[src/rtl/top.sv]
// top: UART-fed N x N matrix multiplier returning C = A*B as 24-bit big-endian triples.
module top #(
  parameter int CLK_FREQ = 50_000_000,
  parameter int MAX_N = 10
) (
  input  logic       clk,
  input  logic       rst,
  input  logic       rx,
  input  logic [1:0] b_sel,
  output logic       tx
);
  localparam int DW = $clog2(CLK_FREQ / 4800 + 1);
  localparam int AW = $clog2(MAX_N * MAX_N + 1);
  localparam logic [7:0] MAX_B = 8'(MAX_N);
  localparam logic [DW-1:0] D0 = DW'(CLK_FREQ / 4800);
  localparam logic [DW-1:0] D1 = DW'(CLK_FREQ / 9600);
  localparam logic [DW-1:0] D2 = DW'(CLK_FREQ / 57600);
  localparam logic [DW-1:0] D3 = DW'(CLK_FREQ / 115200);
  typedef enum logic [1:0] {RX_IDLE, RX_START, RX_DATA, RX_STOP} rx_st_t;
  typedef enum logic [2:0] {IDLE, GET_A, GET_B, COMPUTE, SEND} st_t;
  rx_st_t rx_st_q;
  st_t st_q;
  logic rx_s1_q, rx_s2_q, rx_s3_q, rx_vld_q;
  logic [DW-1:0] rx_div_q, rx_cnt_q, tx_div_q, tx_cnt_q, div_sel;
  logic [2:0] rx_bit_q;
  logic [7:0] rx_sh_q, rx_byte_q, tx_data;
  logic tx_busy_q, tx_q, tx_ready, tx_go;
  logic [8:0] tx_sh_q;
  logic [3:0] tx_bit_q;
  logic [AW-1:0] n_q, nn_q, cnt_q, i_q, j_q, k_q, n_m1;
  logic [19:0] acc_q, mac;
  logic [1:0] s_q;
  logic last_q, size_ok, cnt_last, k_last, j_last, i_last;
  logic [7:0] a_mem [2**AW];
  logic [7:0] b_mem [2**AW];
  logic [19:0] c_mem [2**AW];
  always_comb begin
    div_sel = b_sel[1] ? (b_sel[0] ? D3 : D2) : (b_sel[0] ? D1 : D0);
    n_m1 = n_q - AW'(1);
    k_last = k_q == n_m1;
    j_last = j_q == n_m1;
    i_last = i_q == n_m1;
    cnt_last = cnt_q == nn_q - AW'(1);
    size_ok = rx_vld_q && rx_byte_q != 8'd0 && rx_byte_q <= MAX_B;
    mac = acc_q + 20'(a_mem[i_q * n_q + k_q]) * 20'(b_mem[k_q * n_q + j_q]);
    tx_data = s_q == 2'd0 ? {4'h0, c_mem[cnt_q][19:16]} : s_q == 2'd1 ? c_mem[cnt_q][15:8] : c_mem[cnt_q][7:0];
    tx_ready = !tx_busy_q || (tx_cnt_q == '0 && tx_bit_q == 4'd9);
    tx_go = st_q == SEND && !last_q && tx_ready;
  end
  always_ff @(posedge clk) begin
    if (rst) begin
      rx_st_q <= RX_IDLE;
      rx_s1_q <= 1'b1;
      rx_s2_q <= 1'b1;
      rx_s3_q <= 1'b1;
      rx_div_q <= '0;
      rx_cnt_q <= '0;
      rx_bit_q <= '0;
      rx_sh_q <= '0;
      rx_byte_q <= '0;
      rx_vld_q <= 1'b0;
    end else begin
      rx_s1_q <= rx;
      rx_s2_q <= rx_s1_q;
      rx_s3_q <= rx_s2_q;
      rx_vld_q <= 1'b0;
      if (rx_st_q != RX_IDLE && rx_cnt_q != '0) rx_cnt_q <= rx_cnt_q - DW'(1);
      else case (rx_st_q)
        RX_IDLE: if (rx_s3_q && !rx_s2_q) begin
          rx_st_q <= RX_START;
          rx_div_q <= div_sel;
          rx_cnt_q <= (div_sel >> 1) - DW'(1);
        end
        RX_START: begin
          rx_st_q <= rx_s2_q ? RX_IDLE : RX_DATA;
          rx_cnt_q <= rx_div_q - DW'(1);
          rx_bit_q <= '0;
        end
        RX_DATA: begin
          rx_sh_q <= {rx_s2_q, rx_sh_q[7:1]};
          rx_cnt_q <= rx_div_q - DW'(1);
          rx_bit_q <= rx_bit_q + 3'd1;
          if (rx_bit_q == 3'd7) rx_st_q <= RX_STOP;
        end
        default: begin
          rx_st_q <= RX_IDLE;
          rx_vld_q <= rx_s2_q;
          rx_byte_q <= rx_sh_q;
        end
      endcase
    end
  end
  // a new frame may be loaded in the last clock of the previous stop bit, keeping frames gapless
  always_ff @(posedge clk) begin
    if (rst) begin
      tx_busy_q <= 1'b0;
      tx_q <= 1'b1;
      tx_sh_q <= '0;
      tx_div_q <= '0;
      tx_cnt_q <= '0;
      tx_bit_q <= '0;
    end else if (tx_go) begin
      tx_busy_q <= 1'b1;
      tx_q <= 1'b0;
      tx_sh_q <= {1'b1, tx_data};
      tx_div_q <= div_sel;
      tx_cnt_q <= div_sel - DW'(1);
      tx_bit_q <= '0;
    end else if (tx_busy_q) begin
      if (tx_cnt_q != '0) tx_cnt_q <= tx_cnt_q - DW'(1);
      else if (tx_bit_q == 4'd9) tx_busy_q <= 1'b0;
      else begin
        tx_q <= tx_sh_q[0];
        tx_sh_q <= {1'b1, tx_sh_q[8:1]};
        tx_bit_q <= tx_bit_q + 4'd1;
        tx_cnt_q <= tx_div_q - DW'(1);
      end
    end
  end
  always_ff @(posedge clk) begin
    if (rst) begin
      st_q <= IDLE;
      n_q <= '0;
      nn_q <= '0;
      cnt_q <= '0;
      i_q <= '0;
      j_q <= '0;
      k_q <= '0;
      acc_q <= '0;
      s_q <= '0;
      last_q <= 1'b0;
    end else begin
      case (st_q)
        IDLE: if (size_ok) begin
          n_q <= AW'(rx_byte_q);
          nn_q <= AW'(rx_byte_q) * AW'(rx_byte_q);
          cnt_q <= '0;
          st_q <= GET_A;
        end
        GET_A, GET_B: if (rx_vld_q) begin
          cnt_q <= cnt_last ? '0 : cnt_q + AW'(1);
          if (cnt_last) st_q <= st_q == GET_A ? GET_B : COMPUTE;
        end
        COMPUTE: begin
          k_q <= k_last ? '0 : k_q + AW'(1);
          acc_q <= k_last ? '0 : mac;
          if (k_last) j_q <= j_last ? '0 : j_q + AW'(1);
          if (k_last && j_last) i_q <= i_last ? '0 : i_q + AW'(1);
          if (k_last && j_last && i_last) begin
            st_q <= SEND;
            cnt_q <= '0;
            s_q <= '0;
            last_q <= 1'b0;
          end
        end
        default: begin
          if (tx_go) s_q <= s_q == 2'd2 ? 2'd0 : s_q + 2'd1;
          if (tx_go && s_q == 2'd2) begin
            cnt_q <= cnt_q + AW'(1);
            last_q <= cnt_last;
          end
          if (last_q && !tx_busy_q) st_q <= IDLE;
        end
      endcase
    end
  end
  always_ff @(posedge clk) begin
    if (st_q == GET_A && rx_vld_q) a_mem[cnt_q] <= rx_byte_q;
    if (st_q == GET_B && rx_vld_q) b_mem[cnt_q] <= rx_byte_q;
    if (st_q == COMPUTE && k_last) c_mem[i_q * n_q + j_q] <= mac;
  end
  assign tx = tx_q;
endmodule

[config.mk]
export PLATFORM = sky130hd
export DESIGN_NAME = top
export DESIGN_NICKNAME = d
export VERILOG_FILES = /design/src/rtl/top.sv
export SDC_FILE = /design/constraint.sdc
export NUM_CORES = 2
export LEC_CHECK = 0
export CAP_MARGIN = 0
export CORE_MARGIN = 3
export CORE_UTILIZATION = 57
export DETAILED_ROUTE_END_ITERATION = 7
export PLACE_DENSITY_LB_ADDON = 0.12
export SLEW_MARGIN = 20
export SYNTH_ARGS = -nofsm -noshare
export SYNTH_HDL_FRONTEND = slang
export SYNTH_MEMORY_MAX_BITS = 65536
export SYNTH_SLANG_ARGS = --single-unit
[constraint.sdc]
create_clock -name clk -period 18.9 [get_ports clk]
set_input_delay 1.89 -clock clk [delete_from_list [all_inputs] [get_ports clk]]
set_output_delay 1.89 -clock clk [all_outputs]
set_load 0.01 [all_outputs]
==> results.cfg <==
[detailed_routing]
drc = 0
wl_per_cell_um = 33.6
vias = 94900
wl_mm = 477
dr.pass1.iters = 6
drtIter0Drc = 12600
vias_per_cell = 6.67
ant_nets = 0

[logic_synthesis]
ys_ff_latch = 4767
synthesis.area_um2 = 190000
synth_cell_type_count = 87
syn_inst = 9265
synth_edf_count = 4608
synthArstFlopShare = 0
synth_ff_type = edfxtp_1
mappedNetlistNets = 9461
yosysWarnings = 0
syn_area_per_cell_um2 = 20.5
yosysSeqAreaShare = 0.746

[placement]
dp_hpwl_mm = 285
gp_congestion = 0.885
port_buffers = 5
dpl-instance-area_um2 = 196000

[finish]
postLayoutCoreUtil = 0.638
fillCellCount = 22200
design_area_um2 = 211000
layout.nets = 9636
drive_gt1_frac = 0.243
syn2layout_area_growth_pct = 11.3

[timing]
fin_worst_skew_ns = 0.0779
slew_headroom = 0.178
tightest_slew_ns = 1.23
min_period_over_period = 0.698
rsz0062_at_grt = no
slew_violations = 0
min_period_ns = 13.19
timing.setup.tns_ns = 0
final-hold-violation-count = 0
final-setup-viol-count = 0
max_freq_mhz = 75.8

[hold_path]
min_path_type = flip-flop to flip-flop
min_from = rx_s1_q
min_delay_worst_endpoint = rx_s2_q
hold_path_depth = 1

[floorplanning]
fp.dieW_um = 583
initial_core_util = 0.573
rows = 211
coreArea_um2 = 331000
dieHeight_um = 583
io_pins = 6
die_area_um2 = 340000

[power_and_ir_drop]
ir_drop_mv = 0.0929
p_leak_nw = 65.7
p_sw_frac = 0.200
clock_power_share = 0.433
p_switching_mw = 4.25
p_int_mw = 17.0
p_total_mw = 21.2
power_density_nw_per_um2 = 100
seq_power_share = 0.548
combinationalPowerShare = 0.019

[grt]
overflow = 0
grt_pass1_vias = 94000
grt_first_pass_wirelength_mm = 691
antenna_found_initial = 18
grt_max_degree = 221
grtUsageTotal = 0.282

[clock_tree]
cts_resized = 0
cts.path.max_buffers = 4
cts_buffers = 467
h-tree-depth = 5
post_cts_buffers = 0
clock_latency_ns = 1.01
clk_pin_slew_ns = 0.06
cts_hold_buf = 0
cts_tree = built
ctsRootBufferMaster = clkbuf_16
cts_sinks = 4767

[critical_path]
path_max_fanout = 92
endpoint_kind = flip-flop
r2r_setup_slack_ns = 5.71
cp.arrival_ns = 13.86
criticalPathCategory = flip-flop to flip-flop
crit_slowest_cell = buf_4
required_ns = 19.58
rr_endpoint = c_mem[91][17]
start_kind = flip-flop
crit_path_start = n_q[1]
worstRegToRegCells = 33
r2r_start = n_q[1]
slowest_delay_ns = 0.84

[status]
status = finished clean

[job]
drv_cap = 0
[power by group through the flow]
stage | clock, mW | combinational [mW] | sequential [mW]
floorplan | 0 | 0.241 | 11.9
global placement | 0 | 0.385 | 11.8
detailed placement | 0 | 0.401 | 11.8
CTS | 9.29 | 0.402 | 11.6
global route | 9.72 | 0.437 | 11.6
finish | 9.18 | 0.404 | 11.6
[routing by layer]
| metal | track usage | part of all wire |
|---|---|---|
| met2 | 0.422 | 0.46 |
| met1 | 0.427 | 0.41 |
| met5 | 0 | 0.00019 |
| met3 | 0.0657 | 0.10 |
| met4 | 0.0733 | 0.028 |
[stage by stage]
stage	std cells	hold slack [ns]	worst slack (ns)
3_3_place_gp	13300	0.412	6.06
6_report	14200	0.425	5.71
5_1_grt	14200	0.450	5.03
2_1_floorplan	9265	0.389	5.71
3_5_place_dp	13300	0.414	5.71
4_1_cts	14200	0.434	5.68
[worst max-delay path, delay by kind of cell (launching register included)]
family,cells,cell delay [ns]
XOR/XNOR,2,0.94
flip-flops,1,0.69
multiplexers,2,0.91
adder cells (fa/ha/maj),11,4.64
AO/OA/AOI/OAI,8,2.81
buffers and inverters,8,1.88
AND/OR/NAND/NOR,2,0.79
[worst max path at each step]
| stage | cells after the start | slack [ns] | end |
|---|---|---|---|
| global placement | 33 | 6.06 | c_mem[90][14] |
| global route | 33 | 5.03 | c_mem[49][17] |
| CTS | 33 | 5.68 | c_mem[61][14] |
| detailed placement | 33 | 5.71 | c_mem[90][14] |
| finish | 33 | 5.71 | c_mem[91][17] |
| floorplan | 34 | 5.71 | c_mem[0][19] |
[cell usage in the layout, fill, tap and decap left out, types with 158 or more instances in the layout]
cell | Yosys | routed
a22oi_1 | 200 | 200
nor2_1 | 540 | 407
nand2_1 | 239 | 228
mux4_2 | 1216 | 1216
a21oi_1 | 197 | 192
buf_4 | 42 | 200
mux2i_1 | 207 | 205
edfxtp_1 | 4608 | 4608
clkbuf_16 | 0 | 471
inv_1 | 158 | 158
[Yosys cell counts, types with 27 or more instances]
| cell type | number | share of area |
|---|---|---|
| a221oi_1 | 28 | 0.0013 |
| nor2b_1 | 41 | 0.0014 |
| fa_1 | 75 | 0.0079 |
| nor3_1 | 58 | 0.0015 |
| mux2i_1 | 207 | 0.011 |
| a21o_1 | 27 | 0.0011 |
| o21ai_0 | 82 | 0.0022 |
| buf_4 | 42 | 0.0017 |
| nand4_1 | 37 | 0.0012 |
| a21oi_1 | 197 | 0.0052 |
| clkbuf_1 | 264 | 0.0052 |
| o22ai_1 | 42 | 0.0014 |
| nand2_1 | 239 | 0.0047 |
| edfxtp_1 | 4608 | 0.73 |
| buf_2 | 148 | 0.0039 |
| nor2_1 | 540 | 0.011 |
| mux4_2 | 1216 | 0.14 |
| xnor2_1 | 76 | 0.0035 |
| dfxtp_1 | 159 | 0.017 |
| inv_1 | 158 | 0.0031 |
| ha_1 | 116 | 0.0076 |
| buf_1 | 54 | 0.0011 |
| and2_1 | 37 | 0.0012 |
| a22oi_1 | 200 | 0.0079 |
| mux2_2 | 40 | 0.0024 |
| a211oi_1 | 78 | 0.0031 |
| xor2_1 | 48 | 0.0022 |
| nand3_1 | 110 | 0.0029 |
[area by class of cell]
cell class                 count  area, um^2  area share
timing repair buffer         221        1880     0.00889
clock buffer                 575       12300      0.0582
multi-input combinational   3825       46600       0.221
inverter                     158         593     0.00281
sequential                  4767      142000       0.670
tap                         4366        5460      0.0259
antenna                        8        20.0   0.0000947
clock inverter               292        2840      0.0134
[sequential cells by signal (all words and copies together) (netlist names), 8 cells and up, named ones only]
register and count:
tx_cnt_q 14, c_mem 2560, b_mem 1024, rx_cnt_q 14, rx_byte_q 8, tx_sh_q 9, rx_div_q 9, tx_div_q 9
acc_q 20, a_mem 1024, rx_sh_q 8
[cell families after synthesis]
kind of cell / synth area share
DFF: 0.746
and+or+nand+nor: 0.0287
AOI/OAI and AO/OA: 0.0305
muxes: 0.158
buffers and inverters: 0.0154
xor gates and xnor gates: 0.00664
adders and majority gates: 0.0156
No activity file was read; power rests on OpenSTA's default activity.
